<file path="src/rtl/siren_pattern_ctrl.sv">
// Siren lamp sequencer: a prescaler tick drives an FSM through the selected
// red/blue flash pattern; mode reloads and en drops restart the pattern from its start.
//
// state      | meaning
// -----------+---------------------------------------------------------
// IDLE       | not running (en=0 or mode OFF), lamps dark
// ALT_RED    | ALTERNATE, red phase of FLASH_TICKS ticks
// ALT_BLUE   | ALTERNATE, blue phase of FLASH_TICKS ticks
// BST_RED    | BURST, BURST_LEN on/off pairs on red (sub_q=0 is the on tick)
// BST_BLUE   | BURST, BURST_LEN on/off pairs on blue
// STEADY     | both lamps on, prescaler held
module siren_pattern_ctrl #(
  parameter int         TICK_DIV    = 50,
  parameter int         FLASH_TICKS = 4,
  parameter int         BURST_LEN   = 3,
  parameter logic [1:0] RESET_MODE  = 2'd1
) (
  input  logic       clk_in,
  input  logic       rst_n,
  input  logic       en,
  input  logic [1:0] mode,
  input  logic       mode_load,
  output logic       red_out,
  output logic       blue_out,
  output logic       active,
  output logic [1:0] mode_cur
);

  localparam int PW = (TICK_DIV > 1) ? $clog2(TICK_DIV) : 1;
  localparam int FW = $clog2(FLASH_TICKS + 1);
  localparam int BW = $clog2(BURST_LEN + 1);
  localparam logic [PW-1:0] PRESC_MAX = PW'(TICK_DIV - 1);
  localparam logic [FW-1:0] PHASE_MAX = FW'(FLASH_TICKS - 1);
  localparam logic [BW-1:0] FLASH_MAX = BW'(BURST_LEN - 1);

  typedef enum logic [2:0] {
    IDLE, ALT_RED, ALT_BLUE, BST_RED, BST_BLUE, STEADY
  } state_t;

  state_t          state_q, state_d, start_state;
  logic [PW-1:0]   presc_q, presc_d;
  logic [FW-1:0]   phase_q, phase_d;
  logic [BW-1:0]   flash_q, flash_d;
  logic            sub_q, sub_d;
  logic            reload_q;
  logic            running, tick;
  logic            red_d, blue_d;

  assign running = en && (mode_cur != 2'd0);
  assign tick    = (state_q inside {ALT_RED, ALT_BLUE, BST_RED, BST_BLUE}) &&
                   (presc_q == PRESC_MAX);

  always_comb begin
    start_state = IDLE;
    case (mode_cur)
      2'd1:    start_state = ALT_RED;
      2'd2:    start_state = BST_RED;
      2'd3:    start_state = STEADY;
      default: start_state = IDLE;
    endcase
  end

  always_comb begin
    state_d = state_q;
    presc_d = '0;
    phase_d = phase_q;
    flash_d = flash_q;
    sub_d   = sub_q;
    if (!running) begin
      state_d = IDLE;
      phase_d = '0;
      flash_d = '0;
      sub_d   = 1'b0;
    end else if (reload_q || state_q == IDLE) begin
      // a reload takes effect one edge after mode_cur changes, always from a clean start
      state_d = start_state;
      phase_d = '0;
      flash_d = '0;
      sub_d   = 1'b0;
    end else begin
      case (state_q)
        ALT_RED, ALT_BLUE: begin
          presc_d = tick ? '0 : presc_q + 1'b1;
          if (tick) begin
            if (phase_q == PHASE_MAX) begin
              phase_d = '0;
              state_d = (state_q == ALT_RED) ? ALT_BLUE : ALT_RED;
            end else begin
              phase_d = phase_q + 1'b1;
            end
          end
        end
        BST_RED, BST_BLUE: begin
          presc_d = tick ? '0 : presc_q + 1'b1;
          if (tick) begin
            sub_d = ~sub_q;
            if (sub_q) begin
              if (flash_q == FLASH_MAX) begin
                flash_d = '0;
                state_d = (state_q == BST_RED) ? BST_BLUE : BST_RED;
              end else begin
                flash_d = flash_q + 1'b1;
              end
            end
          end
        end
        STEADY:  state_d = STEADY;
        default: state_d = IDLE;
      endcase
    end
  end

  // lamps follow the registered state one cycle later, but blank at once when running drops
  always_comb begin
    red_d  = 1'b0;
    blue_d = 1'b0;
    if (running) begin
      case (state_q)
        ALT_RED:  red_d  = 1'b1;
        ALT_BLUE: blue_d = 1'b1;
        BST_RED:  red_d  = ~sub_q;
        BST_BLUE: blue_d = ~sub_q;
        STEADY: begin
          red_d  = 1'b1;
          blue_d = 1'b1;
        end
        default: begin
          red_d  = 1'b0;
          blue_d = 1'b0;
        end
      endcase
    end
  end

  always_ff @(posedge clk_in or negedge rst_n) begin
    if (!rst_n) begin
      state_q  <= IDLE;
      presc_q  <= '0;
      phase_q  <= '0;
      flash_q  <= '0;
      sub_q    <= 1'b0;
      reload_q <= 1'b0;
      mode_cur <= RESET_MODE;
      red_out  <= 1'b0;
      blue_out <= 1'b0;
      active   <= 1'b0;
    end else begin
      state_q  <= state_d;
      presc_q  <= presc_d;
      phase_q  <= phase_d;
      flash_q  <= flash_d;
      sub_q    <= sub_d;
      reload_q <= mode_load;
      if (mode_load) mode_cur <= mode;
      red_out  <= red_d;
      blue_out <= blue_d;
      active   <= running;
    end
  end

endmodule

</file>
<file path="config.mk">
export PLATFORM = sky130hd
export DESIGN_NAME = siren_pattern_ctrl
export DESIGN_NICKNAME = d
export VERILOG_FILES = /design/src/rtl/siren_pattern_ctrl.sv
export SDC_FILE = /design/constraint.sdc
export NUM_CORES = 1
export LEC_CHECK = 0
export ABC_AREA = 1
export CAP_MARGIN = 30
export CORE_MARGIN = 3
export CORE_UTILIZATION = 45
export DETAILED_ROUTE_END_ITERATION = 8
export PLACE_DENSITY = 0.67
export SKIP_LAST_GASP = 1
export SYNTH_ARGS = -nofsm -noshare
export SYNTH_HDL_FRONTEND = slang
export SYNTH_SLANG_ARGS = --single-unit
</file>
<file path="constraint.sdc">
create_clock -name clk_in -period 3.6 [get_ports clk_in]
set_input_delay 0.72 -clock clk_in [delete_from_list [all_inputs] [get_ports clk_in]]
set_output_delay 0.72 -clock clk_in [all_outputs]
set_load 0.01 [all_outputs]
</file>
# Word-level counts from Yosys, hierarchy flattened
# Index checks and enable logic that the tools add are counted.
[totals]
register_bits = 21
latchBits = 0
ram_bits = 0
romBits = 0
input_bits = 6
elab_cells = 83
n_memories = 0
[classes]
add_sub_neg = 3
n_mul = 0
div = 0
order_cmp = 0
eq_ne = 20
shift = 0
n_mux = 34
bitwise_logic = 1
reduce_logical = 15
[op_table]
columns = ["operator", "n"]
rows = [
  ["$mux 3", 13],
  ["$mux 6", 4],
  ["$ne 4x4->1 const B", 5],
  ["$pmux 3 s3", 2],
  ["$mux 2", 7],
  ["$eq 3x2->1 const B", 3],
  ["$ne 3x1->1 const B", 3],
  ["$reduce_or 2->1", 4],
  ["$add 6x1->6 const B", 1],
  ["$eq 2x2->1 const B", 3],
  ["$eq 3x3->1 const B", 2],
  ["$eq 6x6->1 const B", 1],
  ["$mux 1", 6],
  ["$reduce_and 5->1", 1],
  ["$pmux 1 s2", 2],
  ["$reduce_and 2->1", 2],
  ["$reduce_bool 4->1", 1],
  ["$reduce_or 4->1", 1],
  ["$add 3x1->3 const B", 1],
  ["$eq 3x1->1 const B", 1],
  ["$logic_not 3->1", 1],
  ["$ne 3x2->1 const B", 1],
  ["$reduce_and 3->1", 1],
  ["$add 2x1->2 const B", 1],
  ["5 further kinds", 6],
]

# Depth between registers and ports, before layout
[logic_depth]
word_depth = 8
ltp_mapped = 10

# Least setup slack after synthesis
# No wires, ideal clock.
[synth_path]
path_type = "input port to flip-flop"
start = "in en"
end = "reg flash_q[0]"
arrival_time_ns = 1.223
t_required_ns = 3.483
slack_ns = 2.260
path_stages = 6
path_buffers = 0
path_cell_list = "o21ai_2 -> inv_1 -> nand2_1 -> nor3_1 -> nand2_1 -> nand2_1"
[synth_between]
elab_chain_len = 3
elab_cells_between_ends = 6
classes_between = "eq/ne: 3; mux: 1; reduce/logical: 2"
[synth_rtl]
columns = ["element", "line", "source"]
rows = [
  ["start: declaration", "20", "input logic en,"],
  ["$logic_and 1x1->1 *", "49", "assign running = en && (mode_cur != 2'd0);"],
  ["named net running", "46", "logic running, tick;"],
  ["$ne 3x1->1 (no line) or $ne 3x2->1 (tied branches)", "n/a", ""],
  ["$reduce_and 3->1 (no line)", "n/a", ""],
  ["end signal: assignment", "151", "flash_q <= flash_d;"],
  ["end: declaration", "43", "logic [BW-1:0] flash_q, flash_d;"],
]
# The timed path passes the listed nets; every way through them passes the cells marked *.
# A chain may end at the register's enable or synchronous reset.

# Worst setup path in the final report
[layout_path]
start = "reg mode_cur[0]"
end = "out mode_cur[0]"
[layout_lines]
columns = ["element", "line", "source"]
rows = [
  ["start: declaration", "26", "output logic [1:0] mode_cur"],
  ["start signal: assignment", "154", "if (mode_load) mode_cur <= mode;"],
]
# No word-level cell between the ends.

==> metrics.md <==
| Metric | Value |
|---|---|
| Vias in the first global route | `888` |
| Register share of total power | `a little over half` |
| Nets@finish | `between 150 and 200` |
| Slew Limit Fails | `0` |
| Pin count of the biggest net entering global routing | `22` |
| CTS clk-pin slew, worst paths | `0.11 ns` |
| Filler cell count | `211` |
| Synth cell types | `27` |
| # DRC | `0` |
| Post-Syn Instances | `137` |
| Least-Margin Pin Slew | `0.504 ns` |
| First-pass GRT wire length | `~3.7 mm` |
| Via density | `between 5 and 6` |
| Final min period | `about 2.1 ns` |
| Die W | `56.5 um` |
| Switching pwr | `0.000156 W` |
| Drt pass-1 iters | `4` |
| Most frequent cells in the layout | `30 x nand2_1, 20 x dfrtp_1, 14 x nand3_1` |
| Required @ worst endpoint | `2.88 ns` |
| Final ANT Viol Nets | `0` |
| Highest Clock Rate | `0.470 GHz` |
| RePlAce Congestion | `0.800` |
| Post_cts resized | `0` |
| Max Cap Viol | `0` |
| Clk_skew | `~0.002 ns` |
| Final Routed Wirelength | `2.06 mm` |
| Core box area | `2320 um^2` |
| Final instance area | `between 1000 and 1500 um^2` |
| Peak supply drop | `~0.24 mV` |
| Initial antenna violation count | `0` |
| Clock sink count | `21` |
| Die Area | `3190 um^2` |
| Count of warnings emitted by yosys | `0` |
| GRT Util Overall | `14.2%` |
| Worst-path cell chain | `clkdlybuf4s50_1` |
| RSZ-0062 raised after global routing | `false` |
| WL/cell | `between 10 and 15 um` |
| Pwr Total | `0.000485 W` |
| Worst EP arrival | `1.41 ns` |
| Congestion Overflow GR | `0` |
| Internal | `between 0.0003 and 0.0004 W` |
| Critical Path Sink Type | `output pin` |
| Register area share after synthesis | `45.9%` |
| Switching share of power | `32.2%` |
| Logic pwr share | `approximately 23%` |
| Layout area overhead | `14.3%` |
| Setup TNS Final | `0 ns` |
| Min Hold Slack | `0.518 ns` |
| Crit-path max cell delay | `0.56 ns` |
| Placed Area | `roughly 1300 um^2` |
| FF-to-FF path depth | `8` |
| Hold Path Sink | `phase_q[2]` |
| Crit path buffers/inverters | `1` |
| Layout cell share with drive strength beyond 1 | `between 10% and 20%` |
| Flop2flop setup slack | `2.09 ns` |
| Slowest CP cell | `dfstp_2` |
| PortBufs | `10` |
| Mean post-synth cell area | `8.37 um^2` |
| Worst Hold Class | `reg2reg` |
| RR Endpoint | `state_q[0]` |
| Skew-Pair Late Insertion Delay | `0.31 ns` |
| Net count after synthesis | `146` |
| Worst hold path startpoint | `phase_q[2]` |
| Power density over the cells | `370 nW/um^2` |
| Flop and latch count out of synthesis | `21` |
| Final hold vios | `0` |
| Setup CP Type | `reg2out` |
| Setup bufs post-CTS | `0` |
| Synth top area share | `43.6%` |
| Area leader, netlist | `dfrtp_1` |
| Status | `finished clean` |
| Post-route clock period utilization | `between 50% and 60%` |
| 1st-iter DRT viols | `11` |
| Hold_buf cts | `0` |
| TritonCTS buffer count | `3` |
| Slew margin rel. | `roughly two thirds` |
| N_diodes | `0` |
| Worst flop-to-flop path startpoint | `state_q[2]` |
| Setup crit start kind | `register` |
| Chip height | `~56 um` |
| Starting density of the core | `49.5%` |
| Clk pwr share | `23.7%` |
| Hold Path Stages | `2` |
| Synthesized cell area | `1150 um^2` |
| Setup violations, final | `0` |
| I/O Pins | `11` |
| CTS tree | `yes` |
| Largest buffer count on any clock path | `2` |
| Commonest non-fill, non-tap cell in the layout | `nand2_1` |
| Setup crit start | `mode_cur[0]` |
| CTS root buffer | `clkbuf_4` |
| Leakage | `roughly 0.6 nW` |
| Post-DP HPWL | `1.57 mm` |
| H-tree level count | `1` |
| Via count | `938` |
| Num rows | `17` |
| CP top delay family | `flip-flops` |
| Critical Path Fanout Max | `3` |
| Area contributors post-synth | `dfrtp_1 44%, nand2_1 9.8%, nand3_1 6.1%` |
layer usage:
layer / track usage [%] / vias to the layer above / part of all wire (%)
met3: 2.07 / 5 / 3.5
met1: 18.6 / 448 / 46
met2: 23.1 / 13 / 49
met4: 6.10 / 0 / 2.0
li1: - / 472 / -
met5: 0 / - / 0
final cells by class:
class                      count  area (um^2)  share of cell area, %
clock buffer                   3         22.5                   1.72
clock inverter                 1         5.00                  0.382
inverter                      16         60.1                   4.58
multi-input combinational     98          551                   42.0
sequential                    21          527                   40.2
tap                           28         35.0                   2.67
timing repair buffer          11          111                   8.49
metrics by stage:
step                utilization (%)  cells  setup slack, ns
floorplan                         -    137             2.26
global placement               54.9    173             1.71
detailed placement             54.9    173             1.67
CTS                            56.1    177             1.45
global route                   56.6    178             1.43
finish                         56.6    178             1.47
sequential cells by signal (all words and copies together) (netlist names):
| name | count |
|---|---|
| flash_q | 2 |
| state_q | 3 |
| presc_q | 6 |
| red_out | 1 |
| blue_out | 1 |
| active | 1 |
| phase_q | 3 |
| reload_q | 1 |
| mode_cur | 2 |
| sub_q | 1 |
power by group through the flow:
stage               Combinational [W]  Sequential (W)  Clock, W
floorplan                   0.0000802        0.000261         0
global placement             0.000109        0.000265         0
detailed placement           0.000109        0.000266         0
CTS                          0.000109        0.000261  0.000122
global route                 0.000123        0.000264  0.000127
finish                       0.000109        0.000261  0.000115
worst max path at each step:
stage | to | slack, ns | depth (start not counted)
CTS | mode_cur[0] | 1.45 | 1
detailed placement | presc_q[1] | 1.67 | 5
floorplan | flash_q[0] | 2.26 | 6
global placement | presc_q[5] | 1.71 | 5
global route | mode_cur[0] | 1.43 | 1
finish | mode_cur[0] | 1.47 | 1
cells by family after synthesis:
group           share of synthesized area, %
buf+inv                                 6.11
compound gates                          8.07
simple gates                            35.1
flops                                   45.9
xor+xnor                                1.53
fa+ha+maj                               3.27
Yosys cell counts, drive strengths merged:
| library cell | number |
|---|---|
| nand2 | 35 |
| nor3 | 5 |
| nand4 | 2 |
| nand3 | 16 |
| o21ai | 8 |
| buf | 2 |
| xor2 | 1 |
| nand3b | 1 |
| inv | 16 |
| nor3b | 1 |
| a21oi | 8 |
| ha | 3 |
| xnor2 | 1 |
| dfrtp | 20 |
| nor2 | 16 |
| a31o | 1 |
| dfstp | 1 |
No activity file was read; power rests on OpenSTA's default activity.
